[config.mk]
export PLATFORM = sky130hd
export DESIGN_NAME = chebyshev_series_engine
export DESIGN_NICKNAME = d
export VERILOG_FILES = /design/src/rtl/chebyshev_series_engine.sv
export SDC_FILE = /design/constraint.sdc
export NUM_CORES = 1
export LEC_CHECK = 0
export ABC_CLOCK_PERIOD_IN_PS = 12400
export BUFFER_PORTS_ARGS = -buffer_cell sky130_fd_sc_hd__buf_2
export CORE_ASPECT_RATIO = 0.75
export CORE_UTILIZATION = 55
export DETAILED_ROUTE_END_ITERATION = 8
export PLACE_DENSITY = 0.72
export SYNTH_ARGS = -nofsm -noshare
export SYNTH_HDL_FRONTEND = slang
export SYNTH_SLANG_ARGS = --single-unit
[constraint.sdc]
create_clock -name clock -period 12.4 [get_ports clock]
set_input_delay 0.62 -clock clock [delete_from_list [all_inputs] [get_ports clock]]
set_output_delay 0.62 -clock clock [all_outputs]
set_load 0.01 [all_outputs]
[src/rtl/chebyshev_series_engine.sv]
// Truncated Chebyshev series evaluator: y = sum c_k*T_k(x), k=0..ORDER.
// T_k comes from the forward recurrence T_{k+1} = 2x*T_k - T_{k-1}, saturated
// to TW bits. Coefficients arrive one per beat on a valid/ready stream.
module chebyshev_series_engine #(
  parameter  int WL       = 8,
  parameter  int FX       = 6,
  parameter  int CL       = 8,
  parameter  int ORDER    = 3,
  parameter  int GUARD    = 2,
  parameter  int WIDENING = 1,
  localparam int TW       = WL + GUARD,
  localparam int AW       = TW + CL + $clog2(ORDER + 1) + WIDENING
) (
  input  logic          clock,
  input  logic          resetn,
  input  logic          start,
  input  logic [WL-1:0] data_in,
  output logic          busy,
  input  logic [CL-1:0] coeff_in,
  input  logic          coeff_valid,
  output logic          coeff_ready,
  output logic [AW-1:0] data_out,
  output logic          out_valid,
  output logic          sat_flag
);

  localparam int KW = $clog2(ORDER + 1);
  localparam int PW = CL + TW;        // coefficient * term product
  localparam int RW = WL + TW + 2;    // recurrence intermediate, never wraps

  localparam logic [1:0] S_IDLE = 2'd0;
  localparam logic [1:0] S_ITER = 2'd1;
  localparam logic [1:0] S_DONE = 2'd2;

  localparam logic [KW-1:0] KLAST = KW'(ORDER);

  logic [1:0]           state;
  logic [WL-1:0]        x;
  logic [TW-1:0]        t_prev, t_cur, t_next, mop;
  logic [KW-1:0]        k;
  logic [AW-1:0]        acc, acc_next;
  logic [PW-1:0]        cprod;
  logic signed [RW-1:0] xprod, twox, shr, rec;
  logic                 sat_sticky, beat, ovf;

  assign coeff_ready = (state == S_ITER);
  assign busy        = (state != S_IDLE);
  assign out_valid   = (state == S_DONE);
  assign beat        = coeff_ready & coeff_valid;

  // MAC term and next Chebyshev term; at k=0 t_prev still holds 1.0, so the
  // same multiplier gives c_0*2^FX.
  always_comb begin
    mop      = (k == '0) ? t_prev : t_cur;
    cprod    = {{TW{coeff_in[CL-1]}}, coeff_in} * {{CL{mop[TW-1]}}, mop};
    acc_next = acc + {{(AW-PW){cprod[PW-1]}}, cprod};
    xprod    = {{(RW-WL){x[WL-1]}}, x} * {{(RW-TW){t_cur[TW-1]}}, t_cur};
    twox     = xprod <<< 1;
    shr      = twox >>> FX;
    rec      = shr - {{(RW-TW){t_prev[TW-1]}}, t_prev};
    // anything above the TW sign bit that is not pure sign extension overflows
    ovf      = !((&rec[RW-1:TW-1]) || !(|rec[RW-1:TW-1]));
    if (ovf) t_next = rec[RW-1] ? {1'b1, {(TW-1){1'b0}}} : {1'b0, {(TW-1){1'b1}}};
    else     t_next = rec[TW-1:0];
  end

  // Sequencer: latch x, consume ORDER+1 coefficient beats, present result.
  always_ff @(posedge clock or negedge resetn) begin
    if (!resetn) begin
      state      <= S_IDLE;
      x          <= '0;
      t_prev     <= '0;
      t_cur      <= '0;
      k          <= '0;
      acc        <= '0;
      sat_sticky <= 1'b0;
      data_out   <= '0;
      sat_flag   <= 1'b0;
    end else begin
      case (state)
        S_IDLE: if (start) begin
          x          <= data_in;
          t_prev     <= TW'(1 << FX);
          t_cur      <= TW'($signed(data_in));
          k          <= '0;
          acc        <= '0;
          sat_sticky <= 1'b0;
          state      <= S_ITER;
        end
        S_ITER: if (beat) begin
          acc <= acc_next;
          if (k == KLAST) begin
            // the term computed on the last beat is never used
            data_out <= acc_next;
            sat_flag <= sat_sticky;
            state    <= S_DONE;
          end else begin
            k <= k + KW'(1);
            if (k != '0) begin
              t_prev     <= t_cur;
              t_cur      <= t_next;
              sat_sticky <= sat_sticky | ovf;
            end
          end
        end
        S_DONE:  state <= S_IDLE;
        default: state <= S_IDLE;
      endcase
    end
  end

endmodule

==> impl_metrics.py, run 1 <==
metrics = {
    "clock_tree": {
        "cts_hold_buf": 0,
        "cts_buffer_depth": 2,
        "clk_transition_reported_paths_ns": 0.07,
        "h-tree-depth": 3,
        "cts_made_buffers": 9,
        "cts.sinks": 76,
        "cts_tree": "built",
        "clock_latency_ns": 0.34,
        "cts_root_buf": "clkbuf_16",
        "post_cts_buffers": 0,
        "cts_resized": 0,
    },
    "placement": {
        "dpl_worst_slack_ns": 5.01,
        "gp_congestion": 0.898,
        "dp_hpwl_um": 18600,
        "port_buffers": 44,
    },
    "synth": {
        "synth_top_area_share_pct": 25.8,
        "synth_area_per_cell_um2": 8.81,
        "synth_warnings": 0,
        "synth_area_mm2": 0.0105,
        "yosysTopAreaCell": "fa_1",
        "ys_ff_latch": 76,
        "synth_top_cells_by_area": "fa_1 (26%), dfrtp_1 (18%), ha_1 (12%)",
        "synth.most_common_cell": "inv_1",
        "synth-edff-count": 0,
        "synth_nets": 1441,
        "synthArstFlopShare_pct": 100,
        "synth_flop_cell": "dfrtp_1",
        "yosysSeqAreaShare_pct": 18.2,
        "ys_types": 58,
        "synth_commonest_cells": "inv_1 (207), fa_1 (135), nand2_1 (132), ha_1 (99), dfrtp_1 (76)",
        "syn_inst": 1187,
    },
    "route": {
        "drc_errors": 0,
        "routed_wl_um": 22800,
        "drt_iter0_drc": 549,
        "num_vias": 7793,
        "postRouteAntennaNets": 0,
        "wl_per_cell_um": 15.6,
        "first_pass_iters": 7,
        "via_per_inst": 5.32,
    },
    "sta": {
        "fin_crit_sh_pct": 61.1,
        "fmax_ghz": 0.132,
        "maxSlewViolCount": 0,
        "fin_crit_ns": 7.58,
        "fin_worst_skew_ns": 0.00733,
        "slew_headroom_pct": 49.0,
        "setup_viol": 0,
        "hold_violations": 0,
        "fin_ws_ns": 4.82,
        "rsz0062_at_grt": "false",
        "worst_pin_slew_ns": 0.763,
        "finalSetupTns_ns": 0,
    },
    "setup_path": {
        "r2r_start": "k[0]$_DFFE_PN0P_",
        "max_stage_delay_ns": 0.63,
        "r2r_cells": 29,
        "cp-start-kind": "flip-flop",
        "reg2reg_slack_ns": 4.82,
        "cp-startpoint": "k[0]$_DFFE_PN0P_",
        "worstSetupPathType": "reg -> reg",
        "crit_path_top_delay_cell": "mux2i_1",
        "crit_arrival_ns": 7.84,
        "path_max_fanout": 11,
        "endpoint_kind": "flip-flop",
        "r2r_end": "acc[20]$_DFFE_PN0P_",
        "crit_required_ns": 12.65,
    },
    "floorplanning": {
        "dieArea_mm2": 0.0196,
        "dieWidth_um": 161,
        "start_util_pct": 56.3,
        "core_area_mm2": 0.0186,
        "rows": 43,
        "die_h_um": 121,
        "ios": 45,
    },
    "global_route": {
        "grt_use_met1_pct": 41.3,
        "grt_pass1_vias": 7619,
        "overflow": 0,
        "antenna_found_initial": 0,
        "grt.busiest_layer": "met1",
        "grt_pass1_wl_um": 39100,
        "met3_usage_pct": 4.31,
        "use_met2_pct": 35.0,
        "grt_max_degree": 54,
        "grt_usage_pct": 25.3,
    },
    "final_layout": {
        "num_antenna_cells": 0,
        "nets": 1466,
        "syn_to_final_growth_pct": 6.93,
        "drive_gt1_share_pct": 7.15,
    },
    "min_path": {
        "hp-class": "in -> async",
    },
    "run": {
        "max_cap_viol_count": 0,
    },
    "status": {
        "outcome": "finished clean",
    },
}
cells by family after synthesis:
family | Yosys count | share of synthesized area, %
adders and majority gates | 234 | 37.7
muxes | 15 | 1.56
and+or+nand+nor | 370 | 17.4
DFF | 76 | 18.2
AOI/OAI and AO/OA | 191 | 11.4
buffers and inverters | 242 | 8.87
xor gates and xnor gates | 59 | 4.94
how the worst max path moves through the flow:
stage                                      to  slack (ns)
after floorplan           acc[20]$_DFFE_PN0P_        5.71
after global placement    acc[20]$_DFFE_PN0P_        5.18
after detailed placement  acc[20]$_DFFE_PN0P_        5.01
after CTS                 acc[20]$_DFFE_PN0P_        4.90
after global routing      acc[20]$_DFFE_PN0P_        4.21
final                     acc[20]$_DFFE_PN0P_        4.82
metrics by stage:
stage / hold slack (ns) / instances / cell area [um2] / util (%)
floorplan: 0.324 / 1187 / 10500 / -
global placement: 0.461 / 1448 / 10900 / 58.6
detailed placement: 0.467 / 1448 / 10900 / 58.6
CTS: 0.169 / 1464 / 11200 / 60.2
global route: 0.174 / 1464 / 11200 / 60.2
finish: 0.163 / 1464 / 11200 / 60.2
critical path, delay by kind of cell (launching register included):
family,cells,cell delay [ns]
buffers and inverters,4,0.22
multiplexers,1,0.63
AND/OR/NAND/NOR,6,1.03
flip-flops,1,0.42
AO/OA/AOI/OAI,9,1.84
adder cells (fa/ha/maj),7,3.11
XOR/XNOR,2,0.25
per-layer routing:
metal | part of all wire, % | vias to the layer above
met4 | 0.74 | 0
met3 | 5.6 | 13
met1 | 54 | 3776
met2 | 40 | 196
met5 | 0 | -
li1 | - | 3808
state kept, by name, summed over array words and instances, names as in the netlist:
register	flops
acc	21
data_out	21
t_cur	10
t_prev	10
x	8
k	2
state	2
sat_flag	1
sat_sticky	1
placed cells by master, fill, tap and decap left out, types with 3 or more instances in the layout:
master,count
nor2_1,60
buf_2,43
ha_1,99
nand3_1,14
a22o_1,3
clkbuf_16,9
inv_1,207
dfrtp_1,76
buf_4,5
a21oi_1,41
o21bai_1,5
mux2_2,10
xnor2_1,41
a21boi_0,4
mux2i_1,5
a31oi_1,6
o21a_1,9
nor3_1,14
nor2b_1,36
and3_1,5
or2_2,5
and2_1,74
or3_1,7
inv_6,3
o41ai_1,3
nand2_1,132
a21oi_2,3
o31ai_1,7
fa_1,135
a211oi_1,5
o211ai_1,3
a21o_1,12
o21ai_0,73
nand2b_1,16
xor2_1,18
cell type report:
type	instances	area, um2
repair buffers	48	253
multi-input cells	869	7630
clock buffers	10	239
clock inverters	6	70.1
well taps	247	309
inverters	208	781
flip-flops and latches	76	1900
fillers	1602	7380
Power of run 1 is left out: the tool's default activity adds up to more than one toggle a clock period on the data nets, which glitch-free logic cannot reach.
==> inputs of run 2 (changes only) <==
--- a/config.mk
+++ b/config.mk
@@ -5,7 +5,7 @@
 export SDC_FILE = /design/constraint.sdc
 export NUM_CORES = 1
 export LEC_CHECK = 0
-export ABC_CLOCK_PERIOD_IN_PS = 12400
+export ABC_CLOCK_PERIOD_IN_PS = 7800
 export BUFFER_PORTS_ARGS = -buffer_cell sky130_fd_sc_hd__buf_2
 export CORE_ASPECT_RATIO = 0.75
 export CORE_UTILIZATION = 55
==> constraint.sdc (replaced) <==
create_clock -name clock -period 7.8 [get_ports clock]
set_input_delay 0.39 -clock clock [delete_from_list [all_inputs] [get_ports clock]]
set_output_delay 0.39 -clock clock [all_outputs]
set_load 0.01 [all_outputs]
==> run 2 against run 1 <==
- non-clock buffer count is 1 higher
- die area stayed put
- clock skew is 0.0075 ns higher
- worst setup slack worse by 4.3 ns
- worst hold slack better by 0.030 ns
- critical path type unchanged
- cell area hardly changed
- core utilization hardly changed
- critical path depth stayed put
- flip-flop and latch count stayed put
- global-route usage is 0.62 points higher
- clock-buffer cell count is 1 lower
- final cell count hardly changed
==> impl_metrics.py, run 2 (same netlist as run 1, synthesis figures left out) <==
metrics = {
    "clock_tree": {
        "cts_made_buffers": 9,
        "post_cts_buffers": 0,
        "cts_resized": 0,
        "clk_transition_reported_paths_ns": 0.07,
        "cts_hold_buf": 0,
        "h-tree-depth": 3,
        "cts_root_buf": "clkbuf_16",
        "cts_tree": "built",
        "clock_latency_ns": 0.35,
        "cts.sinks": 76,
        "cts_buffer_depth": 2,
    },
    "route": {
        "num_vias": 7994,
        "first_pass_iters": 5,
        "drt_iter0_drc": 505,
        "drc_errors": 0,
        "wl_per_cell_um": 15.9,
        "routed_wl_um": 23300,
        "postRouteAntennaNets": 0,
        "via_per_inst": 5.46,
    },
    "floorplanning": {
        "dieArea_mm2": 0.0196,
        "dieWidth_um": 161,
        "ios": 45,
        "rows": 43,
        "core_area_mm2": 0.0186,
        "start_util_pct": 56.3,
        "die_h_um": 121,
    },
    "placement": {
        "port_buffers": 44,
        "gp_congestion": 0.891,
        "dp_hpwl_um": 18700,
    },
    "final_layout": {
        "top_regs": "acc: 21 flops, data_out: 21 flops",
        "syn_to_final_growth_pct": 6.90,
        "final_cell_mix": "inv_1 (207), fa_1 (135), nand2_1 (132), ha_1 (98), dfrtp_1 (76)",
        "layout_commonest_cell": "inv_1",
        "drive_gt1_share_pct": 7.47,
        "nets": 1467,
        "num_antenna_cells": 0,
    },
    "global_route": {
        "grt_pass1_vias": 7816,
        "grt_max_degree": 77,
        "grt_pass1_wl_um": 39800,
        "grt_usage_pct": 25.9,
        "antenna_found_initial": 0,
        "overflow": 0,
    },
    "setup_path": {
        "path_max_fanout": 11,
        "worstSetupPathType": "reg -> reg",
        "cp-start-kind": "flip-flop",
        "crit_required_ns": 8.06,
        "crit_path_top_delay_cell": "fa_1",
        "timing.critical_path.mode_cell": "o21ai_0",
        "cp_top_family": "adder cells",
        "crit_buf_inv": 3,
        "crit_arrival_ns": 7.52,
        "endpoint_kind": "flip-flop",
        "max_stage_delay_ns": 0.51,
    },
    "sta": {
        "finalSetupTns_ns": 0,
        "setup_viol": 0,
        "fin_crit_ns": 7.26,
        "hold_violations": 0,
        "maxSlewViolCount": 0,
        "slew_headroom_pct": 33.5,
        "fmax_ghz": 0.138,
        "fin_worst_skew_ns": 0.0149,
        "fin_crit_sh_pct": 93.0,
        "worst_pin_slew_ns": 0.997,
        "rsz0062_at_grt": "false",
    },
    "status": {
        "outcome": "finished clean",
    },
    "run": {
        "max_cap_viol_count": 0,
    },
    "min_path": {
        "hp-class": "in -> async",
    },
}
## run 2: cell count changes in the layout (fill, tap and decap cells not counted), moves of 2 or more
| cell | delta |
|---|---|
| inv_8 | +2 |
| mux2i_2 | +2 |
| clkinvlp_4 | +2 |
| mux2i_1 | -2 |
## run 2: area by class of cell
cell class,instances,area (um2)
Clock buffer,9,225
Timing Repair Buffer,49,260
Tap cell,247,309
Fill cell,1628,7380
Inverter,208,781
Clock inverter,7,63.8
Sequential cell,76,1900
Multi-Input combinational cell,869,7640
## run 2: routing by layer
metal	wire (um)	vias to the layer above	GRT usage, %
li1	-	3814	-
met1	12200	3928	41.2
met2	9350	236	36.0
met3	1540	16	4.99
met4	227	0	5.25
met5	0	-	0
## run 2: final timing paths
path | from | endpoint | slack (ns) | depth (start not counted)
max reg2reg | k[0]$_DFFE_PN0P_ | acc[20]$_DFFE_PN0P_ | 0.54 | 29
min | resetn | data_out[9]$_DFFE_PN0P_ | 0.19 | 1
max in group asynchronous | resetn | t_cur[8]$_DFFE_PN0P_ | 6.94 | 1
max | k[0]$_DFFE_PN0P_ | acc[20]$_DFFE_PN0P_ | 0.54 | 29
min in group clock | data_in[2] | x[2]$_DFFE_PN0P_ | 0.26 | 3
min reg2reg | data_out[8]$_DFFE_PN0P_ | data_out[8]$_DFFE_PN0P_ | 0.48 | 2
## run 2: stage by stage
step | utilization, % | instances | hold slack (ns) | setup slack (ns) | area (um2)
2_1_floorplan | - | 1187 | 0.0944 | 1.11 | 10500
3_3_place_gp | 58.6 | 1449 | 0.460 | 0.681 | 10900
3_5_place_dp | 58.6 | 1449 | 0.468 | 0.452 | 10900
4_1_cts | 60.2 | 1465 | 0.238 | 0.387 | 11200
5_1_grt | 60.2 | 1465 | 0.278 | 0.0803 | 11200
6_report | 60.2 | 1465 | 0.193 | 0.545 | 11200
Power of run 2 is left out for the same reason.
